**src/rtl/pipeline_hazard_ctrl_if.sv**
```systemverilog
// Signals exchanged between the pipeline datapath and the hazard controller.
// mem_req/mem_ack: MEM holds mem_req high with its inputs frozen until the
// memory raises mem_ack; a cycle with mem_req=1 and mem_ack=0 is a stall.
interface pipeline_hazard_ctrl_if;
  logic [2:0] ifid_rs;
  logic [2:0] ifid_rt;
  logic       ifid_uses_rt;
  logic       idex_mem_read;
  logic [2:0] idex_rt;
  logic       branch_taken;
  logic       mem_req;
  logic       mem_ack;
  logic       pc_write;
  logic       ifid_write;
  logic       ifid_flush;
  logic       idex_write;
  logic       idex_bubble;
  logic       exmem_hold;

  modport master (
    output ifid_rs, ifid_rt, ifid_uses_rt, idex_mem_read, idex_rt,
           branch_taken, mem_req, mem_ack,
    input  pc_write, ifid_write, ifid_flush, idex_write, idex_bubble, exmem_hold
  );

  modport slave (
    input  ifid_rs, ifid_rt, ifid_uses_rt, idex_mem_read, idex_rt,
           branch_taken, mem_req, mem_ack,
    output pc_write, ifid_write, ifid_flush, idex_write, idex_bubble, exmem_hold
  );
endinterface

```
**src/rtl/pipeline_hazard_ctrl.sv**
```systemverilog
// Hazard controller for a 5-stage pipeline: load-use stalls, branch flushes,
// data-memory wait states, plus saturating stall/flush statistics counters.
module pipeline_hazard_ctrl #(
  parameter int CNT_W = 16
) (
  input  logic                  clk,
  input  logic                  rst_n,
  pipeline_hazard_ctrl_if.slave hz,
  input  logic                  clr_counts,
  output logic [1:0]            state,
  output logic [CNT_W-1:0]      stall_count,
  output logic [CNT_W-1:0]      flush_count
);

  typedef enum logic [1:0] {
    RUN        = 2'b00,
    LOAD_STALL = 2'b01,
    FLUSH      = 2'b10,
    MEM_WAIT   = 2'b11
  } state_t;

  state_t cur_state, nxt_state;

  logic load_use;
  logic mem_stall;
  logic pc_write_c, ifid_write_c, ifid_flush_c;
  logic idex_write_c, idex_bubble_c, exmem_hold_c;

  // Register 0 is hardwired to zero, so a load into it never creates a hazard.
  assign load_use = hz.idex_mem_read && (hz.idex_rt != 3'd0) &&
                    ((hz.idex_rt == hz.ifid_rs) ||
                     (hz.ifid_uses_rt && (hz.idex_rt == hz.ifid_rt)));
  assign mem_stall = hz.mem_req && !hz.mem_ack;

  always_ff @(posedge clk or negedge rst_n) begin
    if (!rst_n) cur_state <= RUN;
    else        cur_state <= nxt_state;
  end

  always_comb begin
    pc_write_c    = 1'b1;
    ifid_write_c  = 1'b1;
    ifid_flush_c  = 1'b0;
    idex_write_c  = 1'b1;
    idex_bubble_c = 1'b0;
    exmem_hold_c  = 1'b0;
    nxt_state     = RUN;
    unique case (cur_state)
      MEM_WAIT: begin
        if (!hz.mem_ack) begin
          pc_write_c   = 1'b0;
          ifid_write_c = 1'b0;
          idex_write_c = 1'b0;
          exmem_hold_c = 1'b1;
          nxt_state    = MEM_WAIT;
        end
      end
      default: begin
        // RUN, LOAD_STALL and FLUSH share the priority chain; the latter two
        // mask the hazards they have already resolved.
        if (mem_stall) begin
          pc_write_c   = 1'b0;
          ifid_write_c = 1'b0;
          idex_write_c = 1'b0;
          exmem_hold_c = 1'b1;
          nxt_state    = MEM_WAIT;
        end else if (hz.branch_taken && (cur_state != FLUSH)) begin
          ifid_flush_c  = 1'b1;
          idex_bubble_c = 1'b1;
          nxt_state     = FLUSH;
        end else if (load_use && (cur_state == RUN)) begin
          pc_write_c    = 1'b0;
          ifid_write_c  = 1'b0;
          idex_bubble_c = 1'b1;
          nxt_state     = LOAD_STALL;
        end
      end
    endcase
  end

  // All enables are forced low while reset is held.
  assign hz.pc_write    = rst_n && pc_write_c;
  assign hz.ifid_write  = rst_n && ifid_write_c;
  assign hz.ifid_flush  = rst_n && ifid_flush_c;
  assign hz.idex_write  = rst_n && idex_write_c;
  assign hz.idex_bubble = rst_n && idex_bubble_c;
  assign hz.exmem_hold  = rst_n && exmem_hold_c;
  assign state          = cur_state;

  always_ff @(posedge clk or negedge rst_n) begin
    if (!rst_n) begin
      stall_count <= '0;
      flush_count <= '0;
    end else if (clr_counts) begin
      stall_count <= '0;
      flush_count <= '0;
    end else begin
      if (!pc_write_c && (stall_count != {CNT_W{1'b1}}))
        stall_count <= stall_count + CNT_W'(1);
      if (ifid_flush_c && (flush_count != {CNT_W{1'b1}}))
        flush_count <= flush_count + CNT_W'(1);
    end
  end

endmodule

```
**src/flat_wrapper.sv**
```systemverilog
// flat-port wrapper written by rule: the top's interface ports become plain ports
module pipeline_hazard_ctrl_flat 
#(
  parameter int CNT_W = 16
)
  (clk, rst_n, clr_counts, state, stall_count, flush_count, hz_ifid_rs, hz_ifid_rt, hz_ifid_uses_rt, hz_idex_mem_read, hz_idex_rt, hz_branch_taken, hz_mem_req, hz_mem_ack, hz_pc_write, hz_ifid_write, hz_ifid_flush, hz_idex_write, hz_idex_bubble, hz_exmem_hold);
  pipeline_hazard_ctrl_if hz_i ();
  input  logic clk;
  input  logic rst_n;
  input  logic clr_counts;
  output logic [1:0] state;
  output logic [CNT_W-1:0] stall_count;
  output logic [CNT_W-1:0] flush_count;
  input wire logic [$bits(hz_i.ifid_rs)-1:0] hz_ifid_rs;
  input wire logic [$bits(hz_i.ifid_rt)-1:0] hz_ifid_rt;
  input wire logic [$bits(hz_i.ifid_uses_rt)-1:0] hz_ifid_uses_rt;
  input wire logic [$bits(hz_i.idex_mem_read)-1:0] hz_idex_mem_read;
  input wire logic [$bits(hz_i.idex_rt)-1:0] hz_idex_rt;
  input wire logic [$bits(hz_i.branch_taken)-1:0] hz_branch_taken;
  input wire logic [$bits(hz_i.mem_req)-1:0] hz_mem_req;
  input wire logic [$bits(hz_i.mem_ack)-1:0] hz_mem_ack;
  output wire logic [$bits(hz_i.pc_write)-1:0] hz_pc_write;
  output wire logic [$bits(hz_i.ifid_write)-1:0] hz_ifid_write;
  output wire logic [$bits(hz_i.ifid_flush)-1:0] hz_ifid_flush;
  output wire logic [$bits(hz_i.idex_write)-1:0] hz_idex_write;
  output wire logic [$bits(hz_i.idex_bubble)-1:0] hz_idex_bubble;
  output wire logic [$bits(hz_i.exmem_hold)-1:0] hz_exmem_hold;
  assign hz_i.ifid_rs = hz_ifid_rs;
  assign hz_i.ifid_rt = hz_ifid_rt;
  assign hz_i.ifid_uses_rt = hz_ifid_uses_rt;
  assign hz_i.idex_mem_read = hz_idex_mem_read;
  assign hz_i.idex_rt = hz_idex_rt;
  assign hz_i.branch_taken = hz_branch_taken;
  assign hz_i.mem_req = hz_mem_req;
  assign hz_i.mem_ack = hz_mem_ack;
  assign hz_pc_write = hz_i.pc_write;
  assign hz_ifid_write = hz_i.ifid_write;
  assign hz_ifid_flush = hz_i.ifid_flush;
  assign hz_idex_write = hz_i.idex_write;
  assign hz_idex_bubble = hz_i.idex_bubble;
  assign hz_exmem_hold = hz_i.exmem_hold;
  pipeline_hazard_ctrl #(.CNT_W(CNT_W)) u_core (.clk(clk), .rst_n(rst_n), .hz(hz_i), .clr_counts(clr_counts), .state(state), .stall_count(stall_count), .flush_count(flush_count));
endmodule
```
**config.mk**
```make
export PLATFORM = sky130hd
export DESIGN_NAME = pipeline_hazard_ctrl_flat
export DESIGN_NICKNAME = d
export VERILOG_FILES = /design/src/rtl/pipeline_hazard_ctrl_if.sv /design/src/rtl/pipeline_hazard_ctrl.sv /design/src/flat_wrapper.sv
export SDC_FILE = /design/constraint.sdc
export NUM_CORES = 1
export LEC_CHECK = 0
export CORE_AREA = 3 3 72 74
export DETAILED_ROUTE_END_ITERATION = 6
export DIE_AREA = 0 0 75 77
export GPL_TIMING_DRIVEN = 0
export PLACE_DENSITY = 0.79
export SLEW_MARGIN = 30
export SYNTH_ARGS = -nofsm -noshare
export SYNTH_HDL_FRONTEND = slang
export SYNTH_SLANG_ARGS = --single-unit
```
**constraint.sdc**
```tcl
create_clock -name clk -period 2.57 [get_ports clk]
set_input_delay 0.514 -clock clk [delete_from_list [all_inputs] [get_ports clk]]
set_output_delay 0.514 -clock clk [all_outputs]
set_load 0.005 [all_outputs]
```
=== Word level (Yosys, flattened, before mapping) ===
Cells that the tools add are included.

* Register bits: 34
* Bits of input ports: 17
* Output and inout port bits: 40
* Logic and storage cells: 57

* Add/sub/neg operators: 2
* Reductions and logical operators: 20
* Multiplexer cells: 26
* Equality and inequality tests: 6

{| class="wikitable"
|+ Operators by type and width
! operator !! number
|-
| $mux W16 || 4
|-
| $add A16 B1 Y16 const B || 2
|-
| $ne A16 B16 Y1 const B || 2
|-
| $mux W1 || 18
|-
| $logic_and A1 B1 Y1 || 13
|-
| $mux W2 || 4
|-
| $eq A3 B3 Y1 || 2
|-
| $reduce_bool A2 Y1 || 2
|-
| $reduce_bool A3 Y1 || 1
|-
| $eq A2 B2 Y1 const B || 1
|-
| $logic_not A1 Y1 || 2
|-
| $logic_not A2 Y1 || 1
|-
| $ne A2 B2 Y1 const B || 1
|-
| $logic_or A1 B1 Y1 || 1
|}

=== Longest topological paths before layout ===
Gate-level depths: netlist of run 1.

* Depth in word-level cells: 13
* Depth in mapped cells: 8
* Mapped depth without buffers: 6

=== Worst setup path after synthesis of run 1 ===
OpenSTA, ideal clock, no wires.

* Kind: reg2reg
* Start point: register u_core.stall_count[0]
* End point: register u_core.stall_count[11]
* Setup time: 0.125 ns
* Slack: 0.532 ns
* Cell stages (with the launch flop): 8
* Period minus slack after synthesis: 2.038 ns
* Arrival time: 1.914 ns
* Cell sequence: dfrtp_1 -> ha_1 -> nand3_1 -> nor3_1 -> a32o_2 -> buf_6 -> nor4_1 -> mux2_2

* Longest elaborated chain between the ends: 3
* Elaborated cells on any way between the ends: 6
* Those cells by class: 1 x add/sub; 1 x eq/ne; 2 x mux; 2 x reduce/logical

{| class="wikitable"
|+ Ends and longest elaborated chain
! item !! line !! RTL
|-
| start, declared || pipeline_hazard_ctrl.sv:11 || <nowiki>output logic [CNT_W-1:0] stall_count,</nowiki>
|-
| start signal, assigned || pipeline_hazard_ctrl.sv:99 || <nowiki>stall_count <= stall_count + CNT_W'(1);</nowiki>
|-
| $add A16 B1 Y16 or $ne A16 B16 Y1 (tied branches) || pipeline_hazard_ctrl.sv:99, pipeline_hazard_ctrl.sv:98 ||
|-
| $mux W16 or $logic_and A1 B1 Y1 (tied branches) || pipeline_hazard_ctrl.sv:98 || <nowiki>if (!pc_write_c && (stall_count != {CNT_W{1'b1}}))</nowiki>
|-
| $mux W16 or $reduce_bool A2 Y1 (tied branches) || n/a ||
|}

Parallel ways exist; a longest one is shown, timed or not. The select of a mux whose other input is x is not followed.
A chain may end at the register's enable or synchronous reset.

=== Worst setup path in the final report of run 1 ===
* Start point: input hz_branch_taken
* End point: output hz_ifid_flush

* Longest elaborated chain between the ends: 5

{| class="wikitable"
|+ Ends and longest elaborated chain
! item !! line !! RTL
|-
| start, declared || flat_wrapper.sv:19 || <nowiki>input wire logic [$bits(hz_i.branch_taken)-1:0] hz_branch_taken;</nowiki>
|-
| $logic_and A1 B1 Y1 || pipeline_hazard_ctrl.sv:67 || <nowiki>end else if (hz.branch_taken && (cur_state != FLUSH)) begin</nowiki>
|-
| $mux W1 || pipeline_hazard_ctrl.sv:67 ||
|-
| $mux W1 || pipeline_hazard_ctrl.sv:61 || <nowiki>if (mem_stall) begin</nowiki>
|-
| $mux W1 || pipeline_hazard_ctrl.sv:48 || <nowiki>unique case (cur_state)</nowiki>
|-
| $logic_and A1 B1 Y1 || pipeline_hazard_ctrl.sv:84 || <nowiki>assign hz.ifid_flush = rst_n && ifid_flush_c;</nowiki>
|-
| end, declared || flat_wrapper.sv:24 || <nowiki>output wire logic [$bits(hz_i.ifid_flush)-1:0] hz_ifid_flush;</nowiki>
|}

Every way passes these cells.

==> impl_results.md, run 1 <==
* Final hold vios at 0
* RSZ-0062 raised after global routing: no
* Avg Cell Area, Syn at roughly 9.1 um^2
* Routability cong. at 0.767
* Final Power at between 1000 and 1500 uW
* Die Ht at 77 um
* Num CTS Buffers at 5
* Syn. warnings at 0
* Wire length of the first global-routing pass at 8690 um
* Fmax achieved at 403 MHz
* Router iterations before antenna repair at 4
* Crit Path Max Fanout at 8
* Crit end category: primary output
* DRC viols at 0
* Core area at 4660 um^2
* Max clock buf depth at 2
* Final min period at 2.48 ns
* Clk Latency, worst-skew pair at 0.28 ns
* Power Dens Cells at a little under 400 nW/um^2
* Antenna violations before repair at 0
* Fraction of registers with async set/reset at 100%
* Type of the worst setup path: in -> out
* Final antenna-violating net count at 0
* ANT cells at 0
* Top FF cell, synth: dfrtp_1
* Min-Delay Path Class: in -> async
* HPWL Detailed at between 3000 and 4000 um
* Number of H-tree levels at 2
* Port Buf Inserts at 55
* Worst Setup SP: hz_branch_taken
* Post-DP Area at 2700 um^2
* Max-slew headroom at 61.9%
* Area grow syn2layout at 35.8%
* Vias in the first global route at 1,860
* Syn_nets at about 250
* GRT Util Overall at a little under a fifth
* CP max stage cell: clkdlybuf4s50_1
* Syn Inst Count at 226
* Initial drt markers at 118
* Cell depth of the worst setup path at 5
* Final Net Count at 307
* Placed Cells at 336
* Worst Max-Slew Pin Slew at 0.557 ns
* Post-synth top cells: dfrtp_1 (34), nor2_1 (26), xnor2_1 (19)
* Post-Layout Cell Count at 341
* Worst hold margin at approximately 0.15 ns
* R2r endpoint: u_core.stall_count[5]$_DFFE_PN0P_
* Status: finished, final reports clean
* Max Cap Viol at 0
* CTS hold repair buffers at 0
* Sink Count at 34
* Family with the most delay on the worst path: buffers and inverters
* Crit path largest cell delay at 0.50 ns
* Vias per Instance at around 5.7
* I/O pin total at 57
* Fraction of layout cells with a size suffix above 1 at between 10% and 20%
* Sequential share of the synthesized area at 41.3%
* Worst Reg-to-Reg Cells at 7
* DRT Wirelength at 5020 um
* CTS root buffer: clkbuf_8
* Worst clock skew at 0.00565 ns
* Top-area cell type share of the netlist area at 41.3%
* Worst-path cell chain: clkdlybuf4s50_1, and2b_1, buf_2, and3_1, clkdlybuf4s50_1
* RR Startpoint: u_core.stall_count[0]$_DFFE_PN0P_
* Critical path capture point: hz_ifid_flush
* Initial Utilization at 44.2%
* Cell taking the most area after synthesis: dfrtp_1
* Placement row count at 25
* WP buf/inv at 3
* Crit path required time at 2.06 ns
* Register bit total from synthesis at 34
* Clock edge transition at the registers on the reported setup and hold paths at 0.07 ns
* Syn Std Cell Area at ~2000 um^2
* GRT overflow at 0
* Wire per inst at 14.7 um
* R2r setup slk at 0.29 ns
* Post-synth EDFFs at 0
* Slew Viols, Final at 0
* CP dominant cell by count: clkdlybuf4s50_1
* Crit path launch type: primary input
* Crit share post-route at 96.5%
* Lkg Pwr at 0.00106 uW
* CTS tree: yes
* Synth area leaders: dfrtp_1 (41%), xnor2_1 (8.1%), nor2_1 (4.7%), a21oi_1 (4.4%), or4_1 (4.0%)
* Peak supply drop at 0.266 mV
* Most common cell in the netlist: dfrtp_1
* Routed via count at 1,935
* Largest net degree at the start of global routing at 24
* Die width at 75 um
* Data arrival time of the critical path at 1.97 ns
* Post-synthesis cell type count at 41
* Design Area, Final at 2800 um^2
* Final setup viols at 0
* Die ar. at a little under 6000 um^2
==> layout make-up <==
type | count | area [um^2]
Buffer | 13 | 73.8
Clock buffer | 6 | 82.6
Fill cell | 410 | 1870
Inverter | 5 | 18.8
Multi-Input combinational cell | 173 | 1130
Sequential cell | 34 | 851
Tap cell | 54 | 67.6
Timing Repair Buffer | 56 | 572
==> registers in the layout (all words and copies together) (netlist names) <==
| signal | flops |
|---|---|
| u_core.flush_count | 16 |
| u_core.stall_count | 16 |
| u_core.state | 2 |
==> logic make-up after synthesis <==
family | Yosys count | synth area share [%]
DFF | 34 | 41.3
and+or+nand+nor | 106 | 29.2
muxes | 5 | 2.67
buffers and inverters | 19 | 4.68
adders and majority gates | 2 | 1.22
xor gates and xnor gates | 19 | 8.09
AOI/OAI and AO/OA | 41 | 12.8
==> metal layers <==
metal	GRT usage, %	up-vias	wire, um	share of wire [%]
li1	-	949	-	-
met1	26.2	920	2270	45
met2	29.0	60	2420	48
met3	4.72	6	286	5.7
met4	4.27	0	51	1.0
met5	0	-	0	0
==> layout by cell type (no fill, tap or decap), drive strengths merged, types with 2 or more instances in the layout <==
master / n
nand2: 15
nor2: 26
nand3: 11
nor4: 7
or4: 11
nor2b: 3
xnor2: 19
ha: 2
clkdlybuf4s50: 46
inv: 5
a21oi: 18
or3: 3
buf: 9
and2: 3
dlymetal6s2s: 2
dlygate4sd2: 4
o21ai: 2
a211oi: 6
or2: 3
nor3: 4
a2111oi: 2
clkbuf: 13
mux2: 4
and3: 4
dfrtp: 34
o31ai: 10
nand4: 9
==> worst min path at each step <==
stage                                  startpoint                                 end  slack (ns)
2_1_floorplan                               rst_n   u_core.flush_count[0]$_DFFE_PN0P_        0.22
3_3_place_gp   u_core.stall_count[14]$_DFFE_PN0P_  u_core.stall_count[14]$_DFFE_PN0P_        0.56
3_5_place_dp                                rst_n   u_core.stall_count[9]$_DFFE_PN0P_        0.46
4_1_cts                                     rst_n   u_core.stall_count[9]$_DFFE_PN0P_        0.15
5_1_grt                                     rst_n   u_core.stall_count[4]$_DFFE_PN0P_        0.17
6_report                                    rst_n   u_core.stall_count[9]$_DFFE_PN0P_        0.15
==> power by group <==
group | leakage [uW] | internal (uW) | switching [uW] | total, uW
Combinational | 0.000548 | 83.3 | 88.6 | 172
Sequential | 0.000471 | 542 | 9.41 | 552
Clock | 0.0000431 | 206 | 178 | 384
Total | 0.00106 | 832 | 276 | 1110
==> per-stage QoR <==
step	util, %	TNS, ns	setup slack (ns)
after floorplan	-	0	0.532
after detailed placement	57.9	-1.19	-0.312
after global routing	60.0	0	0.00803
final	60.0	0	0.0894
after CTS	59.9	-0.0728	-0.0728
after global placement	57.4	-6.20	-1.15
==> worst register-to-register path, delay by kind of cell, from the launching register on <==
family,cells,cell delay (ns)
AND/OR/NAND/NOR,3,0.57
flip-flops,1,0.45
multiplexers,1,0.38
AO/OA/AOI/OAI,1,0.35
adder cells (fa/ha/maj),1,0.26
buffers and inverters,1,0.17
==> what timing repair did <==
item,4_1_cts,5_1_grt
setup endpoints to repair,4,2
gates resized for setup,9,5
pin swaps,2,4
buffers inserted,2,0
No activity file was read; power rests on OpenSTA's default activity.
==> run 2, diff against run 1 <==
- PLACE_DENSITY: 0.79 -> 0.85
==> run 2 against run 1 <==
Against the previous run:
- critical path depth stayed put
- clock skew is 0.0020 ns lower
- maximum frequency is 0.13% higher
- worst setup slack better by 0.0033 ns
- critical path type unchanged
- critical endpoint unchanged
- highest routed layer unchanged
- combinational power hardly changed
- largest cell class unchanged
==> impl_results.md, run 2 (synthesis results as in run 1) <==
* Initial Utilization at 44.2% (unchanged)
* Antenna violations before repair at 0 (unchanged)
* Final Net Count at 308 (+0.33%)
* RR Startpoint: u_core.stall_count[0]$_DFFE_PN0P_
* Final min period at 2.48 ns (-0.00325 ns)
* Worst hold margin at 0.106 ns (-0.0406 ns)
* CP max stage cell: clkdlybuf4s50_1
* Top Layer Used: met4
* Type of the worst setup path: in -> out
* R2r endpoint: u_core.stall_count[9]$_DFFE_PN0P_
* Max-slew headroom at 61.6% (-0.33 points)
* Reg area at 851 um^2 (unchanged)
* Placement row count at 25 (unchanged)
* Final setup viols at 0 (unchanged)
* Max clock buf depth at 2 (unchanged)
* Die Ht at 77 um (unchanged)
* WL met3 at 310 um (+8.4%)
* Peak supply drop at 0.281 mV (+5.7%)
* Routed wl met2 at 2300 um (-4.6%)
* DRT Wirelength at 4930 um (-1.8%)
* Initial drt markers at 203 (+72%)
* Vias in the first global route at 1,824 (-1.9%)
* Worst clock skew at 0.00367 ns (-0.00198 ns)
* Crit path required time at 2.06 ns (about the same)
* Die width at 75 um (unchanged)
* GRT overflow at 0 (unchanged)
* Lkg Pwr at 0.00107 uW (+0.31%)
* Most common cell after layout, fill and taps aside: clkdlybuf4s50_1
* Data arrival time of the critical path at 1.96 ns (about the same)
* Final hold vios at 0 (unchanged)
* Fill count at 373 (-9.0%)
* CTS tree: yes
* Crit share post-route at 96.4% (-0.13 points)
* RSZ-0062 raised after global routing: yes
* Area grow syn2layout at 35.6%
* Crit path launch type: primary input
* CP dominant cell by count: clkdlybuf4s50_1
* Worst Reg-to-Reg Cells at 7 (unchanged)
* CTS hold repair buffers at 0 (unchanged)
* Port Buf Inserts at 55 (unchanged)
* Largest net degree at the start of global routing at 29 (+21%)
* WL met1 at 2290 um (+0.75%)
* Crit path largest cell delay at 0.50 ns (about the same)
* Crit Path Max Fanout at 8 (unchanged)
* Worst-path cell chain: clkdlybuf4s50_1, and2b_1, buf_2, and3_1, clkdlybuf4s50_1
* Routed via count at 1,959 (+1.2%)
* Router iterations before antenna repair at 4 (unchanged)
* Num CTS Buffers at 5 (unchanged)
* Power Dens Cells at 403 nW/um^2 (+1.8%)
* DRC viols at 0 (unchanged)
* I/O pin total at 57 (unchanged)
* Setup tns final at 0 ns (unchanged)
* Max Cap Viol at 0 (unchanged)
* Clk Latency, worst-skew pair at 0.28 ns (about the same)
* Status: finished, final reports clean
* GRT Util Overall at 17.9% (-0.91 points)
* Fraction of layout cells with a size suffix above 1 at 11.7% (+0.23 points)
* CTS root buffer: clkbuf_8
* ANT cells at 0 (unchanged)
* Final Power at 1120 uW (+1.6%)
* Most frequent cells in the layout: clkdlybuf4s50_1 (46), dfrtp_1 (34), nor2_1 (26)
* Post-DP Area at 2690 um^2 (-0.28%)
* Design Area, Final at 2790 um^2 (-0.18%)
* Wire per inst at 14.3 um (-2.6%)
* Crit end category: primary output
* Sink Count at 34 (unchanged)
* HPWL Detailed at 3660 um (-1.7%)
* Slew Viols, Final at 0 (unchanged)
* Wire length of the first global-routing pass at 8250 um (-5.1%)
* Number of H-tree levels at 2 (unchanged)
* R2r setup slk at 0.26 ns (-0.03 ns)
* Fmax achieved at 404 MHz (+0.13%)
* Clock edge transition at the registers on the reported setup and hold paths at 0.07 ns (about the same)
* Final antenna-violating net count at 0 (unchanged)
* Core area at 4660 um^2 (unchanged)
* Min-Delay Path Class: in -> async
* Routability cong. at 0.804 (+4.8%)
* Family with the most delay on the worst path: buffers and inverters
* Worst Max-Slew Pin Slew at 0.562 ns (+0.00475 ns)
* Die ar. at 5780 um^2 (unchanged)
* Vias per Instance at 5.69 (+0.36%)
* WP buf/inv at 3 (unchanged)
* Multi-input gate area at 1120 um^2 (-0.66%)
[run 2: through the flow]
step / worst slack (ns) / std cells / utilization (%)
6_report: 0.0926 / 344 / 59.9
4_1_cts: -0.0913 / 345 / 60.0
5_1_grt: -0.0114 / 344 / 59.9
2_1_floorplan: 0.532 / 226 / -
3_5_place_dp: -0.324 / 336 / 57.7
3_3_place_gp: -1.12 / 335 / 57.4
[run 2: area by class of cell]
type	instances	share of cell area, %
inverter	5	0.673
multi-input combinational	173	40.2
sequential	34	30.5
buffer	13	2.65
tap	54	2.42
timing repair buffer	57	20.3
clock inverter	1	0.179
clock buffer	7	3.09
[run 2: worst max path at each step]
stage                     slack [ns]                         startpoint                                 end  cells past startpoint
final                           0.09                    hz_branch_taken                       hz_ifid_flush                      5
after global routing           -0.01                      hz_ifid_rt[2]                      hz_idex_bubble                      8
after CTS                      -0.09                      hz_ifid_rt[0]                      hz_idex_bubble                      9
after detailed placement       -0.32                      hz_idex_rt[0]                      hz_idex_bubble                      7
after global placement         -1.12                              rst_n                         hz_pc_write                      5
after floorplan                 0.53  u_core.stall_count[0]$_DFFE_PN0P_  u_core.stall_count[11]$_DFFE_PN0P_                      7
[run 2: timing repair]
item	4_1_cts	5_1_grt
cloned	0	0
gates resized for setup	10	4
endpoints found under the setup margin	4	2
pin swaps	2	4
buffers inserted	2	0
[run 2: power breakdown]
part | total (uW) | switching (uW) | internal [uW] | leakage [uW]
Combinational | 169 | 87.2 | 81.6 | 0.000547
Clock | 405 | 189 | 216 | 0.0000482
Sequential | 551 | 9.20 | 542 | 0.000471
Total | 1120 | 285 | 840 | 0.00107
[run 2: metal layers]
metal	global-route usage, %	vias to the layer above
met1	24.5	935
met3	4.33	4
met4	3.20	0
met2	28.6	65
li1	-	955
met5	0	-
